==> src/rtl/port_req.sv <==
`default_nettype none
// ============================================================================
// Module   : port_req
// Purpose  : Per-input-port request controller. It pops a queue entry,
//            requests the destination output port and releases that port
//            once the packet read completes.
// Revision : 1.0 - initial release
// ============================================================================
module port_req #(
    parameter int PORT_NUM = 16,
    parameter int PORT_W   = $clog2(PORT_NUM)
) (
    input  logic                i_clk,
    input  logic                i_rst_n,
    input  logic                i_que_vld,
    input  logic                i_empty,
    input  logic [PORT_NUM-1:0] i_port_ready,
    input  logic [PORT_NUM-1:0] i_resp,
    input  logic [PORT_W-1:0]   i_port,
    input  logic                i_port_vld,
    input  logic                i_r_finish,
    output logic                o_update,
    output logic                o_port_vld,
    output logic [PORT_W-1:0]   o_port,
    output logic [PORT_W-1:0]   o_clr_port,
    output logic                o_clr_vld,
    output logic [PORT_NUM-1:0] o_req
);

    typedef enum logic [2:0] {
        S_IDLE      = 3'd0,
        S_UPD       = 3'd1,
        S_WAIT_PORT = 3'd2,
        S_REQ       = 3'd3,
        S_BUSY      = 3'd4
    } state_t;

    localparam logic [PORT_NUM-1:0] C_ONE = PORT_NUM'(1);

    state_t                state_q,    state_d;
    logic                  pending_q,  pending_d;
    logic [PORT_W-1:0]     port_q,     port_d;
    logic                  update_q,   update_d;
    logic                  port_vld_q, port_vld_d;
    logic [PORT_W-1:0]     gnt_port_q, gnt_port_d;
    logic                  clr_vld_q,  clr_vld_d;
    logic [PORT_W-1:0]     clr_port_q, clr_port_d;
    logic [PORT_NUM-1:0]   req_q,      req_d;

    always_comb begin
        state_d    = state_q;
        port_d     = port_q;
        update_d   = 1'b0;
        port_vld_d = 1'b0;
        gnt_port_d = gnt_port_q;
        clr_vld_d  = 1'b0;
        clr_port_d = clr_port_q;
        req_d      = '0;

        // A pulse arriving in the pop cycle must survive the clear.
        if (state_q == S_UPD) begin
            pending_d = i_que_vld;
        end else begin
            pending_d = pending_q | i_que_vld;
        end

        case (state_q)
            S_IDLE: begin
                if ((pending_q | i_que_vld) & ~i_empty) begin
                    state_d  = S_UPD;
                    update_d = 1'b1;
                end
            end
            S_UPD: begin
                state_d = S_WAIT_PORT;
            end
            S_WAIT_PORT: begin
                if (i_port_vld) begin
                    port_d  = i_port;
                    state_d = S_REQ;
                    if (i_port_ready[i_port]) begin
                        req_d = C_ONE << i_port;
                    end
                end
            end
            S_REQ: begin
                if (i_resp[port_q]) begin
                    port_vld_d = 1'b1;
                    gnt_port_d = port_q;
                    state_d    = S_BUSY;
                end else if (i_port_ready[port_q]) begin
                    req_d = C_ONE << port_q;
                end
            end
            S_BUSY: begin
                if (i_r_finish) begin
                    clr_vld_d  = 1'b1;
                    clr_port_d = port_q;
                    state_d    = S_IDLE;
                end
            end
            default: begin
                state_d = S_IDLE;
            end
        endcase
    end

    always_ff @(posedge i_clk) begin
        if (i_rst_n) begin
            state_q    <= S_IDLE;
            pending_q  <= 1'b0;
            port_q     <= '0;
            update_q   <= 1'b0;
            port_vld_q <= 1'b0;
            gnt_port_q <= '0;
            clr_vld_q  <= 1'b0;
            clr_port_q <= '0;
            req_q      <= '0;
        end else begin
            state_q    <= state_d;
            pending_q  <= pending_d;
            port_q     <= port_d;
            update_q   <= update_d;
            port_vld_q <= port_vld_d;
            gnt_port_q <= gnt_port_d;
            clr_vld_q  <= clr_vld_d;
            clr_port_q <= clr_port_d;
            req_q      <= req_d;
        end
    end

    assign o_update   = update_q;
    assign o_port_vld = port_vld_q;
    assign o_port     = gnt_port_q;
    assign o_clr_vld  = clr_vld_q;
    assign o_clr_port = clr_port_q;
    assign o_req      = req_q;

endmodule
`default_nettype wire

==> config.mk <==
export PLATFORM = sky130hd
export DESIGN_NAME = port_req
export DESIGN_NICKNAME = d
export VERILOG_FILES = /design/src/rtl/port_req.sv
export SDC_FILE = /design/constraint.sdc
export NUM_CORES = 1
export LEC_CHECK = 0
export CAP_MARGIN = 10
export CORE_MARGIN = 4
export CORE_UTILIZATION = 39
export CTS_CLUSTER_DIAMETER = 100
export CTS_CLUSTER_SIZE = 8
export DETAILED_ROUTE_END_ITERATION = 8
export PLACE_DENSITY = 0.76
export SLEW_MARGIN = 5
export SYNTH_ARGS = -nofsm -noshare
export SYNTH_HDL_FRONTEND = slang
export SYNTH_SLANG_ARGS = --single-unit
==> constraint.sdc <==
create_clock -name i_clk -period 1.8 [get_ports i_clk]
set_clock_uncertainty 0.15 [all_clocks]
set_input_delay 0.36 -clock i_clk [delete_from_list [all_inputs] [get_ports i_clk]]
set_output_delay 0.36 -clock i_clk [all_outputs]
set_load 0.01 [all_outputs]
# Word level (Yosys, flattened, before mapping)
# Cells that the tools add are included.
[word_totals]
latchBits = 0
word_cells = 55
ff_bits = 35
romBits = 0
in_bits = 42
mem_bits_rw = 0
n_memories = 0
[op_classes]
n_reduce_logical = 8
order_cmp = 2
shifts = 2
eq_ne = 8
add_sub_neg = 0
n_mul = 0
n_mux = 20
n_div = 0
bitwise = 6
[op_table]
columns = ["operator", "n"]
rows = [
  ["$mux W16", 4],
  ["$pmux W16 S2", 1],
  ["$shl A1 B4 Y16 const A", 2],
  ["$pmux W3 S5", 1],
  ["$bmux W1 S4", 3],
  ["$mux W3", 4],
  ["$lt A4 B5 Y1 const B", 2],
  ["$ne A2 B2 Y1 const B", 4],
  ["$mux W1", 7],
  ["$eq A3 B2 Y1 const B", 2],
  ["$reduce_and A2 Y1", 3],
  ["$reduce_or A2 Y1", 3],
  ["$not A1 Y1", 4],
  ["$reduce_and A4 Y1", 1],
  ["$eq A3 B1 Y1 const B", 1],
  ["$eq A3 B3 Y1 const B", 1],
  ["$logic_not A3 Y1", 1],
  ["$and A1 B1 Y1", 1],
  ["$or A1 B1 Y1", 1],
]

# Depth between registers and ports, before layout
# Gate-level depths: netlist of the first run.
[depth]
word_depth = 5
mapped_depth = 7

# Worst setup path before layout of the first run
# Ideal clock, no wire load.
[synth_timing]
path_type = "register to register"
startpoint = "reg port_q[1]"
endpoint = "reg req_q[3] (netlist: o_req[3])"
arrival_time_ns = 1.580
setup_slack_ns = 0.009
setup_time_ns = 0.061
stages_incl_launch_ff = 8
path_buffers = 2
cell_sequence = "dfxtp_1 -> buf_6 -> buf_6 -> mux2i_1 -> a22oi_1 -> a311oi_2 -> and4b_1 -> a32o_2"
[synth_between]
elab_chain_cells = 5
[synth_rtl]
columns = ["element", "line_no", "text"]
rows = [
  ["from (decl)", "42", "logic [PORT_W-1:0] port_q, port_d;"],
  ["from (signal assigned)", "122", "port_q <= port_d;"],
  ["$bmux W1 S4", "91", "end else if (i_port_ready[port_q]) begin"],
  ["$mux W1 (not written as such)", "91", ""],
  ["$mux W16", "91", ""],
  ["$mux W16 *", "87", "if (i_resp[port_q]) begin"],
  ["$pmux W16 S2 *", "67", "case (state_q)"],
  ["to (signal assigned)", "128", "req_q <= req_d;"],
  ["to (decl)", "48", "logic [PORT_NUM-1:0] req_q, req_d;"],
]
# Mark *: on every way between the ends. The rest lies on a longest branch, timed or not. The select of a mux whose other input is x is not followed.
# A chain may end at the register's enable or synchronous reset.

# Worst setup path in the final report of the first run
[layout_timing]
startpoint = "reg port_q[1]"
endpoint = "reg state_q[1]"
[layout_between]
elab_chain_cells = 4
[layout_rtl]
columns = ["element", "line_no", "text"]
rows = [
  ["$bmux W1 S4", "87", ""],
  ["$mux W1 (not written as such)", "87", ""],
  ["$ne A2 B2 Y1 (no source line)", "n/a", ""],
  ["$reduce_and A4 Y1 (no source line)", "n/a", ""],
  ["to (signal assigned)", "120", "state_q <= state_d;"],
  ["to (decl)", "40", "state_t state_q, state_d;"],
]
# No other way between the ends. The select of a mux whose other input is x is not followed.

==> summary.txt, run 1 <==
Status
  – Status: complete, but fails checks
  – Failing checks: negative setup slack

Finish
  – Antenna cells: 0
  – Fin cells: about 340
  – Area of the multi-input gates: a little over 1000 µm²
  – Share of layout cells above drive strength 1: a little over a fifth
  – Fillers: ~370
  – Commonest non-fill, non-tap cell in the layout: clkdlybuf4s50_1
  – Most frequent cells in the layout: clkdlybuf4s50_1 (67), dfxtp_1 (34), buf_4 (30)
  – Seq. cell area: around 700 µm²
  – Area grow syn2layout: 60.7%
  – Final Net Count: 328

Worst setup path
  – Reg2reg setup slack: -20 ps
  – Worst Path Max Fanout: 5
  – Setup crit end kind: flip-flop
  – Slowest CP cell: mux4_2
  – Worst path max stage delay: approximately 520 ps
  – Critical path depth in cells: 6
  – CP required: 1810 ps
  – Reg2reg path depth: 6
  – Worst Path Arrival: around 1800 ps
  – CP bufs+invs: 1
  – CP Class: flip-flop to flip-flop
  – Top delay family on crit path: multiplexers
  – Crit start category: flip-flop
  – Crit-path cells: buf_6 > mux2i_1 > mux4_2 > and2_4 > nor3_4 > nor3_2

Synthesis
  – Mapped Cells: 195
  – Avg Synthesized Cell Area: approximately 9.1 µm²
  – Net Count, Synth: 237
  – Seq/Total Area, Yosys: about two fifths
  – Synth Register Bits: 35
  – Ys Warns: 0
  – Synth area leader: dfxtp_1
  – Distinct cells, synth: 43
  – Top cells by area, synth: dfxtp_1 (39%), mux2i_1 (9.0%), mux4_2 (5.1%)
  – Synth top area share: a little under 40%
  – Syn Std Cell Area: approximately 1800 µm²

Min path
  – Hold/Removal Path Class: flip-flop to flip-flop
  – Hold Crit Depth: 2

Floorplanning
  – Rows: 24
  – Ports: just under 70
  – Starting Density: between 40 and 50%
  – Die ar.: 5700 µm²
  – Die Span X: 75.5 µm
  – Die height: roughly 76 µm
  – Core area: between 4000 and 5000 µm²

Placement
  – IO Port Bufs: 68
  – Cells after DPL: 329
  – Dpl ws: -357 ps
  – DP HPWL: 3940 µm
  – Gpl congestion: around 0.87

Clock tree
  – Max clock buf depth: 2
  – Inserted Clock Buffers: 5
  – CTS clk-pin slew, worst paths: 70 ps
  – Clock root buffer: clkbuf_8
  – Worst skew pair latency: between 200 and 300 ps
  – Clock Sinks: 35
  – CTS tree: done
  – H-tree lvl count: 2

Drt
  – Via/cell ratio: around 5.3
  – ANT nets after route: 0
  – Drc violations: 0
  – Via count: roughly 1800
  – Pre-Repair DR Iteration Count: 4
  – Initial drt markers: between 100 and 150
  – Final WL: 5060 µm
  – Routed length per placed instance: roughly 15 µm

GRT
  – Initial antenna violation count: 0
  – Vias in the first global route: 1684
  – First-pass GRT wire length: a little under 8000 µm
  – Largest net degree at the start of global routing: 22
  – GRT overflow: 0
  – All-Layer GR Usage: about 18%

STA
  – Min Tclk post-route: 1820 ps
  – FMAX: approximately 550 MHz
  – Final period utilization: 101%
  – Max Slew Vio Count: 0
  – Worst relative slew slack: 62.9%
  – Hold Worst Slack: between 300 and 400 ps
  – Setup violations, final: 2
  – Fin Setup TNS: -37.5 ps
  – Final Hold Fails: 0
  – Worst slew pin tran: ~550 ps
  – PnR worst setup slack: -23.2 ps
  – RSZ-0062 raised after global routing: true

Pwr
  – Worst vdd ir: around 0.37 mV
  – Leak: about 1.0 nW
  – Net Switching: about 0.47 mW
  – Comb pwr share: around 23%
  – Cell Pwr Density: 646 nW/µm²
  – Sequential share of power: 43.9%
  – Clock power frac: roughly 33%
  – Sw Share: roughly a quarter
  – Internal power: 1.37 mW

Job
  – Max-Cap Viols: 0
## per-layer routing
layer	part of all wire (%)	vias up	routed length (µm)	GRT usage, %
met1	41	832	2050	23.8
li1	-	888	-	-
met2	50	69	2540	30.0
met5	0	-	0	0
met3	7.7	10	391	3.69
met4	1.4	0	71	5.63
## what timing repair did
| action | CTS | global route |
|---|---|---|
| pin swaps | 7 | 6 |
| buffers inserted | 1 | 1 |
| gates resized for setup | 12 | 11 |
| hold buffers | 0 | 0 |
| setup endpoints to repair | 19 | 20 |
## power groups by stage
stage / clock (mW) / sequential (mW) / combinational (mW)
final: 0.616 / 0.809 / 0.420
after global routing: 0.658 / 0.811 / 0.455
after CTS: 0.623 / 0.809 / 0.400
after detailed placement: 0 / 0.826 / 0.386
after global placement: 0 / 0.825 / 0.382
after floorplan: 0 / 0.824 / 0.193
## cells by family after synthesis
kind of cell           count (synthesis)  synth area share, %
and+or+nand+nor                       77                 23.9
AOI/OAI and AO/OA                     40                 16.5
DFF                                   35                 39.4
buffers and inverters                 23                 6.12
muxes                                 20                 14.1
## through the flow
stage	power (mW)	instance area (µm²)	util, %
floorplan	1.02	1780	-
detailed placement	1.21	2660	60.7
finish	1.84	2860	65.2
CTS	1.83	2810	64.0
global placement	1.21	2660	60.7
global route	1.92	2860	65.2
## worst register-to-register path, cell delays in order, from the launching register on
cell	delay, ps
dfxtp_4	360
buf_6	130
mux2i_1	110
mux4_2	520
and2_4	190
nor3_4	190
nor3_2	50
## Yosys cell counts, drive strengths merged
master and instances:
nor4b 1, o2111ai 1, buf 6, and2 2, o2111a 1, o21bai 1
mux2i 16, nand4b 3, mux4 4, a2111oi 1, a21oi 10, nand4 4
o22ai 3, o211ai 4, nor3b 3, clkbuf 9, a32oi 3, nor2b 8
and2b 1, or3 1, o32ai 3, dfxtp 35, nand3b 1, and4b 1
a311oi 1, o21ai 5, nand3 6, o31a 1, nor2 21, a32o 4
nor3 4, inv 8, nand2b 6, nand2 10, a22oi 1, o221ai 1
and3 5
## sequential cells by signal, summed over array words and instances, names as in the netlist
signal / count
pending_q: 1
port_q: 4
o_req: 16
o_port: 4
o_clr_vld: 1
o_clr_port: 4
o_port_vld: 1
o_update: 1
state_q: 3
## path summary, 6_finish.rpt
kind,startpoint,to
min reg2reg,o_port[3],o_port[3]
max,port_q[1],state_q[1]
min,o_port[3],o_port[3]
max reg2reg,port_q[1],state_q[1]
## cell type report
type / instances / share of cell area (%)
inverter: 8 / 1.05
multi-input combinational: 137 / 36.3
sequential: 35 / 24.7
clock buffer: 8 / 3.50
tap: 52 / 2.28
timing repair buffer: 99 / 32.2
Power figures use the tool's default switching activity.
==> run 2: changes to the inputs <==
--- a/config.mk
+++ b/config.mk
@@ -7,11 +7,11 @@
 export LEC_CHECK = 0
 export CAP_MARGIN = 10
 export CORE_MARGIN = 4
-export CORE_UTILIZATION = 39
+export CORE_UTILIZATION = 43
 export CTS_CLUSTER_DIAMETER = 100
 export CTS_CLUSTER_SIZE = 8
 export DETAILED_ROUTE_END_ITERATION = 8
-export PLACE_DENSITY = 0.76
+export PLACE_DENSITY = 0.79
 export SLEW_MARGIN = 5
 export SYNTH_ARGS = -nofsm -noshare
 export SYNTH_HDL_FRONTEND = slang
==> constraint.sdc (replaced) <==
create_clock -name i_clk -period 1.7 [get_ports i_clk]
set_clock_uncertainty 0.15 [all_clocks]
set_input_delay 0.34 -clock i_clk [delete_from_list [all_inputs] [get_ports i_clk]]
set_output_delay 0.34 -clock i_clk [all_outputs]
set_load 0.01 [all_outputs]
==> summary.txt, run 2 (synthesis gave the netlist of run 1 again) <==
Status
  – Status: complete, but fails checks
  – Failing checks: negative setup slack

Worst setup path
  – Critical path depth in cells: 5
  – Top delay family on crit path: multiplexers
  – Crit start category: flip-flop
  – Launch point of the worst path: port_q[1]
  – Worst Path Arrival: between 1500 and 2000 ps
  – CP bufs+invs: 0
  – Crit-path cells: mux2i_1 > mux4_2 > and2_4 > nor3_2 > nor3_1
  – Worst path max stage delay: slightly above 500 ps
  – CP required: ~1700 ps
  – Reg2reg setup slack: -100 ps
  – CP Class: flip-flop to flip-flop
  – Worst Path Max Fanout: 10
  – R2R Path End: state_q[1]
  – Worst r2r src: port_q[1]
  – Setup crit end: state_q[1]
  – Setup crit end kind: flip-flop
  – Slowest CP cell: mux4_2
  – Reg2reg path depth: 5

Job
  – Max-Cap Viols: 0

GRT
  – All-Layer GR Usage: 21.1%
  – Vias in the first global route: 1729
  – GRT overflow: 0
  – Largest net degree at the start of global routing: 22
  – First-pass GRT wire length: about 8500 µm
  – Initial antenna violation count: 0

Finish
  – Share of layout cells above drive strength 1: approximately a quarter
  – Seq. cell area: just over 700 µm²
  – Most frequent cells in the layout: clkdlybuf4s50_1 (55), dfxtp_1 (33), buf_4 (32)
  – Max FFs per register: 16
  – Antenna cells: 0
  – Core Util, Final: between 70 and 80%
  – Final Instance Area: 2890 µm²
  – Final Net Count: ~330
  – Area of the multi-input gates: 1070 µm²
  – Area grow syn2layout: 62.5%
  – Fillers: ~330
  – Commonest non-fill, non-tap cell in the layout: clkdlybuf4s50_1

Placement
  – Gpl congestion: ~1
  – IO Port Bufs: a little under 70
  – DP HPWL: 4040 µm
  – Placed inst area: 2680 µm²

Clock tree
  – Max clock buf depth: 2
  – CTS clk-pin slew, worst paths: 70 ps
  – CTS tree: done
  – Inserted Clock Buffers: 5
  – Worst skew pair latency: just under 300 ps
  – Clock Sinks: 35
  – H-tree lvl count: 2
  – Clock root buffer: clkbuf_8
  – Post-CTS Hold Buffers: 0

Floorplanning
  – Core area: approximately 4000 µm²
  – Starting Density: 44.4%
  – Die height: around 72 µm
  – Die ar.: between 5000 and 6000 µm²
  – Rows: 23
  – Die Span X: between 70 and 80 µm
  – Ports: 69

STA
  – Setup violations, final: 12
  – Hold Worst Slack: between 300 and 400 ps
  – Final Hold Fails: 0
  – Min Tclk post-route: approximately 1800 ps
  – Worst slew pin tran: approximately 460 ps
  – Final period utilization: 106%
  – Worst relative slew slack: roughly 69%
  – RSZ-0062 raised after global routing: true
  – FMAX: approximately 550 MHz
  – PnR worst setup slack: -105 ps
  – Max Slew Vio Count: 0

Pwr
  – Cell Pwr Density: ~700 nW/µm²
  – Leak: 1.11 nW
  – Worst vdd ir: 0.502 mV

Drt
  – ANT nets after route: 0
  – Routed length per placed instance: around 16 µm
  – Via count: about 1900
  – Initial drt markers: approximately 160
  – Via/cell ratio: between 5 and 6
  – Pre-Repair DR Iteration Count: 4
  – Drc violations: 0
  – Final WL: between 5000 and 6000 µm

Min path
  – Hold/Removal Path Class: flip-flop to flip-flop
run 2: cell types whose count changed in the layout (fill, tap and decap cells not counted), moves of 2 or more:
cell             previous run  this run
clkdlybuf4s50_1            67        55
dlygate4sd2_1               0        10
a21oi_1                     8         5
a21oi_2                     2         5
buf_4                      30        32
dlymetal6s2s_1              1         3
nand3_1                     4         2
run 2: metal layers:
layer / GRT usage, % / up-vias / wire [µm]
met3: 5.40 / 18 / 434
met4: 11.1 / 0 / 172
met2: 33.2 / 86 / 2690
li1: - / 900 / -
met5: 0 / - / 0
met1: 26.5 / 873 / 2270
run 2: worst min-delay path by stage:
stage                         start   endpoint  slack [ps]  depth (start not counted)
after CTS                 o_port[3]  o_port[3]         320                          2
final                     o_port[3]  o_port[3]         320                          2
after detailed placement  o_port[3]  o_port[3]         310                          2
after global placement    pending_q  pending_q         310                          2
after floorplan           pending_q  pending_q         300                          2
after global routing      o_port[3]  o_port[3]         350                          2
run 2: stage by stage:
step           setup slack, ps  power [mW]  cells  TNS, ps
3_5_place_dp              -422        1.29    329    -8280
5_1_grt                   -149        2.07    338    -1590
2_1_floorplan            -64.6        1.08    195     -114
3_3_place_gp              -413        1.28    329    -7630
4_1_cts                  -88.3        1.96    338     -518
6_report                  -105        1.98    338     -701
run 2: area by class of cell:
cell class	instances	share of cell area (%)
Clock buffer	8	3.46
Inverter	8	1.04
Multi-Input combinational cell	137	37.2
Sequential cell	35	24.4
Tap cell	50	2.17
Timing Repair Buffer	100	31.7
run 2: what timing repair did:
action                     in CTS  in global routing
setup endpoints to repair      23                 25
cloned                          0                  0
resized for setup              24                 16
pin swaps                       2                  1
setup buffers                   1                  0
run 2: tightest hold or removal path, delay by kind of cell, from the launching register on:
family | cells | cell delay [ps]
flip-flops | 1 | 320
AND/OR/NAND/NOR | 1 | 50
AO/OA/AOI/OAI | 1 | 50
run 2: report_power, final:
group / internal (mW) / switching, mW / total, mW
sequential: 0.840 / 0.0182 / 0.858
clock: 0.370 / 0.307 / 0.676
combinational: 0.235 / 0.207 / 0.443
total: 1.44 / 0.532 / 1.98
